--- config.mk ---
export PLATFORM = sky130hd
export DESIGN_NAME = pipe_control
export DESIGN_NICKNAME = d
export VERILOG_FILES = /design/src/rtl/pipe_control.sv
export SDC_FILE = /design/constraint.sdc
export NUM_CORES = 1
export LEC_CHECK = 0
export CAP_MARGIN = 0
export CELL_PAD_IN_SITES_DETAIL_PLACEMENT = 1
export CELL_PAD_IN_SITES_GLOBAL_PLACEMENT = 1
export CORE_AREA = 2 2 69 71
export DETAILED_ROUTE_END_ITERATION = 6
export DIE_AREA = 0 0 71 73
export PLACE_DENSITY_LB_ADDON = 0.1
export SLEW_MARGIN = 40
export SYNTH_ARGS = -nofsm -noshare
export SYNTH_HDL_FRONTEND = slang
export SYNTH_SLANG_ARGS = --single-unit
--- constraint.sdc ---
create_clock -name clk -period 2.51 [get_ports clk]
set_clock_uncertainty 0.2 [all_clocks]
set_input_delay 0.3765 -clock clk [delete_from_list [all_inputs] [get_ports clk]]
set_output_delay 0.3765 -clock clk [all_outputs]
set_load 0.01 [all_outputs]
--- src/rtl/pipe_control.sv ---
// pipe_control: instruction decode, ID/EX/MEM/WB control pipeline, forwarding and hazard unit.
// Optional macro PIPE_CONTROL_FWD_EN: forwarding with load-use stalls only; undefined: stall on any RAW hazard.
module pipe_control (
    input  logic        clk,
    input  logic        rst,
    input  logic [31:0] instrD,
    input  logic        zeroE,
    output logic        regWrite,
    output logic        mem2Reg,
    output logic        memWrite,
    output logic        regDst,
    output logic        aluSrcB,
    output logic [2:0]  aluControl,
    output logic        pcSrc,
    output logic [1:0]  fad,
    output logic [1:0]  fbd,
    output logic        flush,
    output logic        stall
);
    typedef struct packed {
        logic       reg_write;
        logic       mem_to_reg;
        logic       mem_write;
        logic       branch;
        logic       reg_dst;
        logic       alu_src_b;
        logic [2:0] alu_control;
    } ctrl_t;

    localparam logic [5:0] OP_RTYPE = 6'b000000;
    localparam logic [5:0] OP_LW    = 6'b100011;
    localparam logic [5:0] OP_SW    = 6'b101011;
    localparam logic [5:0] OP_BEQ   = 6'b000100;
    localparam logic [5:0] OP_ADDI  = 6'b001000;
    localparam logic [5:0] FN_ADD   = 6'b100000;
    localparam logic [5:0] FN_SUB   = 6'b100010;
    localparam logic [5:0] FN_AND   = 6'b100100;
    localparam logic [5:0] FN_OR    = 6'b100101;
    localparam logic [5:0] FN_SLT   = 6'b101010;

    logic [5:0] opcode;
    logic [5:0] funct;
    logic [4:0] rs_d;
    logic [4:0] rt_d;
    logic [4:0] rd_d;

    assign opcode = instrD[31:26];
    assign rs_d   = instrD[25:21];
    assign rt_d   = instrD[20:16];
    assign rd_d   = instrD[15:11];
    assign funct  = instrD[5:0];

    ctrl_t      ctrl_d;
    ctrl_t      ctrl_e;
    logic [4:0] rs_e;
    logic [4:0] rt_e;
    logic [4:0] rd_e;
    logic [4:0] wr_e;
    logic       reg_write_m;
    logic       mem_to_reg_m;
    logic       mem_write_m;
    logic [4:0] wr_m;
    logic       reg_write_w;
    logic       mem_to_reg_w;
    logic [4:0] wr_w;
    logic       stall_raw;

    // NOTE: the bundle is cleared before the case so every path assigns it and no latch is inferred.
    always_comb begin
        ctrl_d = '0;
        case (opcode)
            OP_RTYPE: begin
                ctrl_d.reg_write = 1'b1;
                ctrl_d.reg_dst   = 1'b1;
                case (funct)
                    FN_ADD:  ctrl_d.alu_control = 3'b010;
                    FN_SUB:  ctrl_d.alu_control = 3'b110;
                    FN_AND:  ctrl_d.alu_control = 3'b000;
                    FN_OR:   ctrl_d.alu_control = 3'b001;
                    FN_SLT:  ctrl_d.alu_control = 3'b111;
                    default: ctrl_d = '0;
                endcase
            end
            OP_LW: begin
                ctrl_d.reg_write   = 1'b1;
                ctrl_d.mem_to_reg  = 1'b1;
                ctrl_d.alu_src_b   = 1'b1;
                ctrl_d.alu_control = 3'b010;
            end
            OP_SW: begin
                ctrl_d.mem_write   = 1'b1;
                ctrl_d.alu_src_b   = 1'b1;
                ctrl_d.alu_control = 3'b010;
            end
            OP_BEQ: begin
                ctrl_d.branch      = 1'b1;
                ctrl_d.alu_control = 3'b110;
            end
            OP_ADDI: begin
                ctrl_d.reg_write   = 1'b1;
                ctrl_d.alu_src_b   = 1'b1;
                ctrl_d.alu_control = 3'b010;
            end
            default: ctrl_d = '0;
        endcase
    end

    assign wr_e = ctrl_e.reg_dst ? rd_e : rt_e;

    // NOTE: non-blocking assignments let every stage capture the previous stage's pre-edge value.
    always_ff @(posedge clk) begin
        if (rst) begin
            ctrl_e       <= '0;
            rs_e         <= '0;
            rt_e         <= '0;
            rd_e         <= '0;
            reg_write_m  <= 1'b0;
            mem_to_reg_m <= 1'b0;
            mem_write_m  <= 1'b0;
            wr_m         <= '0;
            reg_write_w  <= 1'b0;
            mem_to_reg_w <= 1'b0;
            wr_w         <= '0;
        end else begin
            if (stall || flush) begin
                ctrl_e <= '0;
                rs_e   <= '0;
                rt_e   <= '0;
                rd_e   <= '0;
            end else begin
                ctrl_e <= ctrl_d;
                rs_e   <= rs_d;
                rt_e   <= rt_d;
                rd_e   <= rd_d;
            end
            reg_write_m  <= ctrl_e.reg_write;
            mem_to_reg_m <= ctrl_e.mem_to_reg;
            mem_write_m  <= ctrl_e.mem_write;
            wr_m         <= wr_e;
            reg_write_w  <= reg_write_m;
            mem_to_reg_w <= mem_to_reg_m;
            wr_w         <= wr_m;
        end
    end

`ifdef PIPE_CONTROL_FWD_EN
    logic unused_bits;
    assign unused_bits = ^instrD[10:6];

    // MEM result is newer than WB, so it takes priority.
    always_comb begin
        fad = 2'b00;
        fbd = 2'b00;
        if (reg_write_m && wr_m != 5'd0 && wr_m == rs_e)      fad = 2'b10;
        else if (reg_write_w && wr_w != 5'd0 && wr_w == rs_e) fad = 2'b01;
        if (reg_write_m && wr_m != 5'd0 && wr_m == rt_e)      fbd = 2'b10;
        else if (reg_write_w && wr_w != 5'd0 && wr_w == rt_e) fbd = 2'b01;
    end

    assign stall_raw = ctrl_e.mem_to_reg && (rt_e != 5'd0) && (rt_e == rs_d || rt_e == rt_d);
`else
    logic unused_bits;
    logic haz_rs;
    logic haz_rt;
    assign unused_bits = ^{instrD[10:6], rs_e, wr_w};

    // Without forwarding, wait until the producer reaches WB (write-first register file).
    assign haz_rs = (rs_d != 5'd0) &&
                    ((ctrl_e.reg_write && wr_e == rs_d) || (reg_write_m && wr_m == rs_d));
    assign haz_rt = (rt_d != 5'd0) &&
                    ((ctrl_e.reg_write && wr_e == rt_d) || (reg_write_m && wr_m == rt_d));
    assign stall_raw = haz_rs || haz_rt;
    assign fad = 2'b00;
    assign fbd = 2'b00;
`endif

    assign pcSrc      = ctrl_e.branch & zeroE;
    assign flush      = pcSrc;
    assign stall      = stall_raw & ~flush;
    assign regDst     = ctrl_e.reg_dst;
    assign aluSrcB    = ctrl_e.alu_src_b;
    assign aluControl = ctrl_e.alu_control;
    assign memWrite   = mem_write_m;
    assign regWrite   = reg_write_w;
    assign mem2Reg    = mem_to_reg_w;

endmodule

# Word level (Yosys, flattened, before mapping)
# Index checks and enable logic that the tools add are counted.
[totals] regBits=29 in_bits=35
[classes] bitwise_logic=4 n_eq_ne=13 n_reduce_logical=18 muxes=9
[ops] operator="6-bit equality test, second input constant" count=7
[ops] operator="5-bit equality test" count=4
[ops] operator="3-bit one-hot mux with 4 select lines" count=1
[ops] operator="1-bit one-hot mux with 2 select lines" count=5
[ops] operator="5-bit nonzero test" count=2
[ops] operator="3-bit one-hot mux with 3 select lines" count=1
[ops] operator="6-bit by 3-bit equality test with 1-bit output, second input constant" count=1
[ops] operator="6-bit by 4-bit equality test with 1-bit output, second input constant" count=1
[ops] operator="1-bit logical AND" count=6
[ops] operator="6-bit logical NOT" count=1
[ops] operator="6-bit 2-to-1 mux" count=1
[ops] operator="3-bit OR reduction" count=2
[ops] operator="5-bit 2-to-1 mux" count=1
[ops] operator="5-bit OR reduction" count=1
[ops] operator="1-bit logical OR" count=4
[ops] operator="2-bit OR reduction" count=2
[ops] operator="1-bit AND" count=2
[ops] operator="1-bit inverter" count=2

# Longest topological paths before layout
[logic_depth] word_depth=9 depth_mapped=8 ltp_nobuf=6

# Least setup slack after synthesis
# Ideal clock, no wire load.
[synth_path] kind="flip-flop to output port" start="reg ctrl_e, in the netlist regDst" end="out stall" path_slack_ns=0.339 n_path_buf=1 stages_incl_launch_ff=7 arrival_ns=1.594 cell_sequence="dfxtp_1 > buf_6 > mux2i_4 > xnor2_1 > nor4_1 > nand3_1 > a31oi_1"
[synth_between] elab_chain_cells=7 word_cells_on_any_way=11
[synth_rtl] element="start, declared" line="54" text="ctrl_t ctrl_e;"
[synth_rtl] element="start signal, assigned" line="131" text="ctrl_e <= ctrl_d;"
[synth_rtl] element="5-bit 2-to-1 mux *" line="108" text="assign wr_e = ctrl_e.reg_dst ? rd_e : rt_e;"
[synth_rtl] element="5-bit equality test (on tied branches)" line="169, 171"
[synth_rtl] element="1-bit logical AND (on tied branches)" line="169, 171"
[synth_rtl] element="1-bit logical OR (on tied branches)" line="169, 171"
[synth_rtl] element="1-bit logical AND (on tied branches)" line="168, 170"
[synth_rtl] element="1-bit logical OR *" line="172" text="assign stall_raw = haz_rs || haz_rt;"
[synth_rtl] element="1-bit AND *" line="179" text="assign stall = stall_raw & ~flush;"
[synth_rtl] element="end, declared" line="18" text="output logic stall"
# Every way passes the cells marked *; elsewhere a longest branch is shown, timed or not.

# Worst setup path after layout
[layout_path] start="in instrD[19]" end="out stall"
[layout_between] elab_chain_cells=6 word_cells_on_any_way=9
[layout_rtl] element="start, declared" line="6" text="input logic [31:0] instrD,"
[layout_rtl] element="5-bit equality test" line="171" text="((ctrl_e.reg_write && wr_e == rt_d) || (reg_write_m && wr_m == rt_d));"
[layout_rtl] element="1-bit logical AND" line="171"
[layout_rtl] element="1-bit logical OR" line="171"
[layout_rtl] element="1-bit logical AND *" line="170" text="assign haz_rt = (rt_d != 5'd0) &&"
[layout_rtl] element="1-bit logical OR *" line="172"
[layout_rtl] element="1-bit AND *" line="179"
# Marked as above.

==> impl_results.md <==
* Die H at 73 µm
* Synth warnings at 0
* R2R depth at 8
* Design area at 0.00204 mm²
* Status: finished, violations left
* Final worst path period share at 103%
* Layout net count at 230
* Die Area at 0.00518 mm²
* # setup viols final at 1
* Total global routing overflow at 0
* Most used DFF post-synth: dfxtp_1
* Die W at 71 µm
* WP data arrival at 2.00 ns
* Worst Setup End Kind: output port
* Total Routing Usage GR at 14.1%
* Post-synthesis sequential area ratio at 41.5%
* Power Dens Cells at 506 mW/mm²
* Reg-to-reg endpoint: ctrl_e[6]$_SDFF_PP0_
* Failing checks: setup timing
* Minimum clock period at 2.58 ns
* Hold Path Depth at 1
* R2r setup slk at 0.30 ns
* Commonest cells after routing, fill and taps aside: 35 x clkdlybuf4s50_1, 28 x dfxtp_1, 18 x nor2_1
* Via density at 4.53
* Synth Register Bits at 29
* CTS Buf Count at 5
* Share of post-route cells with drive strength above 1 at 22.6%
* CP required at 1.93 ns
* Crit Reg-Reg Startpoint: regDst$_SDFF_PP0_
* H-Tree Depth at 2
* GPL Wtd Cong at 0.799
* Starting DRC count in detailed routing at 13
* Starting Density at 30.8%
* Area grow syn2layout at 45.7%
* CTS sink cnt at 29
* Worst hold path type: reg2reg
* Clock Tree Buf Depth at 2
* Hold Path Sink: mem_to_reg_m$_SDFF_PP0_
* ANT nets after route at 0
* RSZ-0062 raised after global routing: true
* Mapped Area at 0.00140 mm²
* Max Slew Vio Count at 0
* Worst Tran Pin Value at 0.509 ns
* Final setup TNS at -0.0701 ns
* TritonCTS clock tree: done
* Fmax at 388 MHz
* Ys async rst share at 0%
* Max VDD drop at 176 µV
* P_leak at 0.000761 µW
* Dpl cell area at 0.00190 mm²
* Largest fanout on the critical path at 3
* Post-synth EDFFs at 0
* Setup ws final at -0.0701 ns
* Clock Tree Root: clkbuf_8
* Mapped Cells at 139
* Most common cell after layout, fill and taps aside: clkdlybuf4s50_1
* HP Start: ctrl_e[7]$_SDFF_PP0_
* Synthesized area per cell at 10.1 µm²
* Via Count at 1128
* Synth cell types at 34
* WL/cell at 13.5 µm
* Ant diodes at 0
* First-pass GRT wire length at 5510 µm
* Antenna violations before repair at 0
* Detailed Routing Iterations Pass 1 at 4
* # IOs at 50
* Max Cap Violations at 0
* Setup CP Type: in2out
* Slew HR at 65.8%
* Final Hold Vio Count at 0
* CP Launch Type: primary input
* Post-CTS Hold Buffers at 0
* Worst-path clk slew at 0.06 ns
* IO Port Bufs at 40
* DRC viols at 0
* Largest net degree at the start of global routing at 13
* Num rows at 25
* Worst-Skew Late Latency at 0.28 ns
* Core area at 0.00454 mm²
* WL final at 3360 µm
* Dpl hpwl at 2650 µm
* Vias in the first global route at 1214
[cell type report]
class	count	area [µm²]
fillers	514	2500
flip-flops and latches	29	582
well taps	54	67.6
repair buffers	57	531
multi-input cells	102	771
clock buffers	7	86.3
[worst max-delay path by stage]
stage / to / startpoint / slack (ns)
floorplan: stall / regDst$_SDFF_PP0_ / 0.34
CTS: stall / regDst$_SDFF_PP0_ / -0.08
global route: stall / regDst$_SDFF_PP0_ / -0.19
finish: stall / instrD[19] / -0.07
global placement: stall / instrD[16] / -0.50
detailed placement: stall / instrD[16] / -0.55
[cell usage after synthesis (2+ instances only)]
library cell	n	area, µm²
and2_4	5	43.8
dfxtp_1	29	581
nor2b_1	7	43.8
a31oi_1	4	25.0
xor2_1	2	17.5
and2_1	6	37.5
buf_6	2	22.5
nand2_1	4	15.0
nor4_1	2	12.5
nand3_1	4	20.0
nor2_1	19	71.3
nand4_1	2	12.5
mux2i_4	4	90.1
or4_1	2	15.0
buf_4	8	60.1
nor3_1	4	20.0
xnor2_1	18	158
[logic make-up (layout without fill, tap and decap cells)]
family                    count (synthesis)  in the layout  share of synthesized area, %
xor gates and xnor gates                 20             20                          12.5
AOI/OAI and AO/OA                         9              9                          4.92
other                                     1              4                         0.268
buffers and inverters                    11             64                          6.18
and+or+nand+nor                          64             64                          27.1
DFF                                      29             29                          41.5
muxes                                     5              5                          7.43
[per-layer routing]
| metal | share of wire, % | vias up | global-route usage, % |
|---|---|---|---|
| met1 | 40 | 523 | 15.0 |
| met3 | 5.3 | 7 | 3.45 |
| met2 | 53 | 32 | 25.8 |
| li1 | - | 566 | - |
| met5 | 0 | - | 0 |
| met4 | 2.3 | 0 | 7.55 |
[per-stage QoR]
| step | instances | hold WS [ns] | util, % | power [µW] | setup WS (ns) |
|---|---|---|---|---|---|
| global route | 249 | 0.260 | 44.9 | 1080 | -0.186 |
| floorplan | 142 | 0.214 | - | 573 | 0.339 |
| detailed placement | 238 | 0.228 | 41.9 | 656 | -0.551 |
| finish | 249 | 0.238 | 44.9 | 1030 | -0.0701 |
| global placement | 238 | 0.226 | 41.9 | 652 | -0.504 |
| CTS | 249 | 0.245 | 44.6 | 1050 | -0.0843 |
[sequential cells by signal (all words and copies together), names as in the netlist]
signal / cells
ctrl_e: 4
rd_e: 5
reg_write_m: 1
regDst: 1
regWrite: 1
aluControl: 3
rt_e: 5
memWrite: 1
aluSrcB: 1
mem_to_reg_m: 1
mem2Reg: 1
wr_m: 5
[timing repair]
action | CTS | global route
pin swaps | 5 | 0
setup buffers | 4 | 0
gates resized for setup | 12 | 2
endpoints found under the setup margin | 1 | 1
[power by group]
group,internal [µW],switching (µW),leakage [µW]
combinational,97.4,67.4,0.000479
sequential,474,10.1,0.000238
clock,217,166,0.0000443
[worst max-delay path: stages]
cell             delay, ns
clkdlybuf4s50_1       0.46
buf_4                 0.17
xor2_1                0.13
nor4_1                0.45
a31oi_4               0.07
a31oi_1               0.19
buf_2                 0.16
No activity file was read; power rests on OpenSTA's default activity.
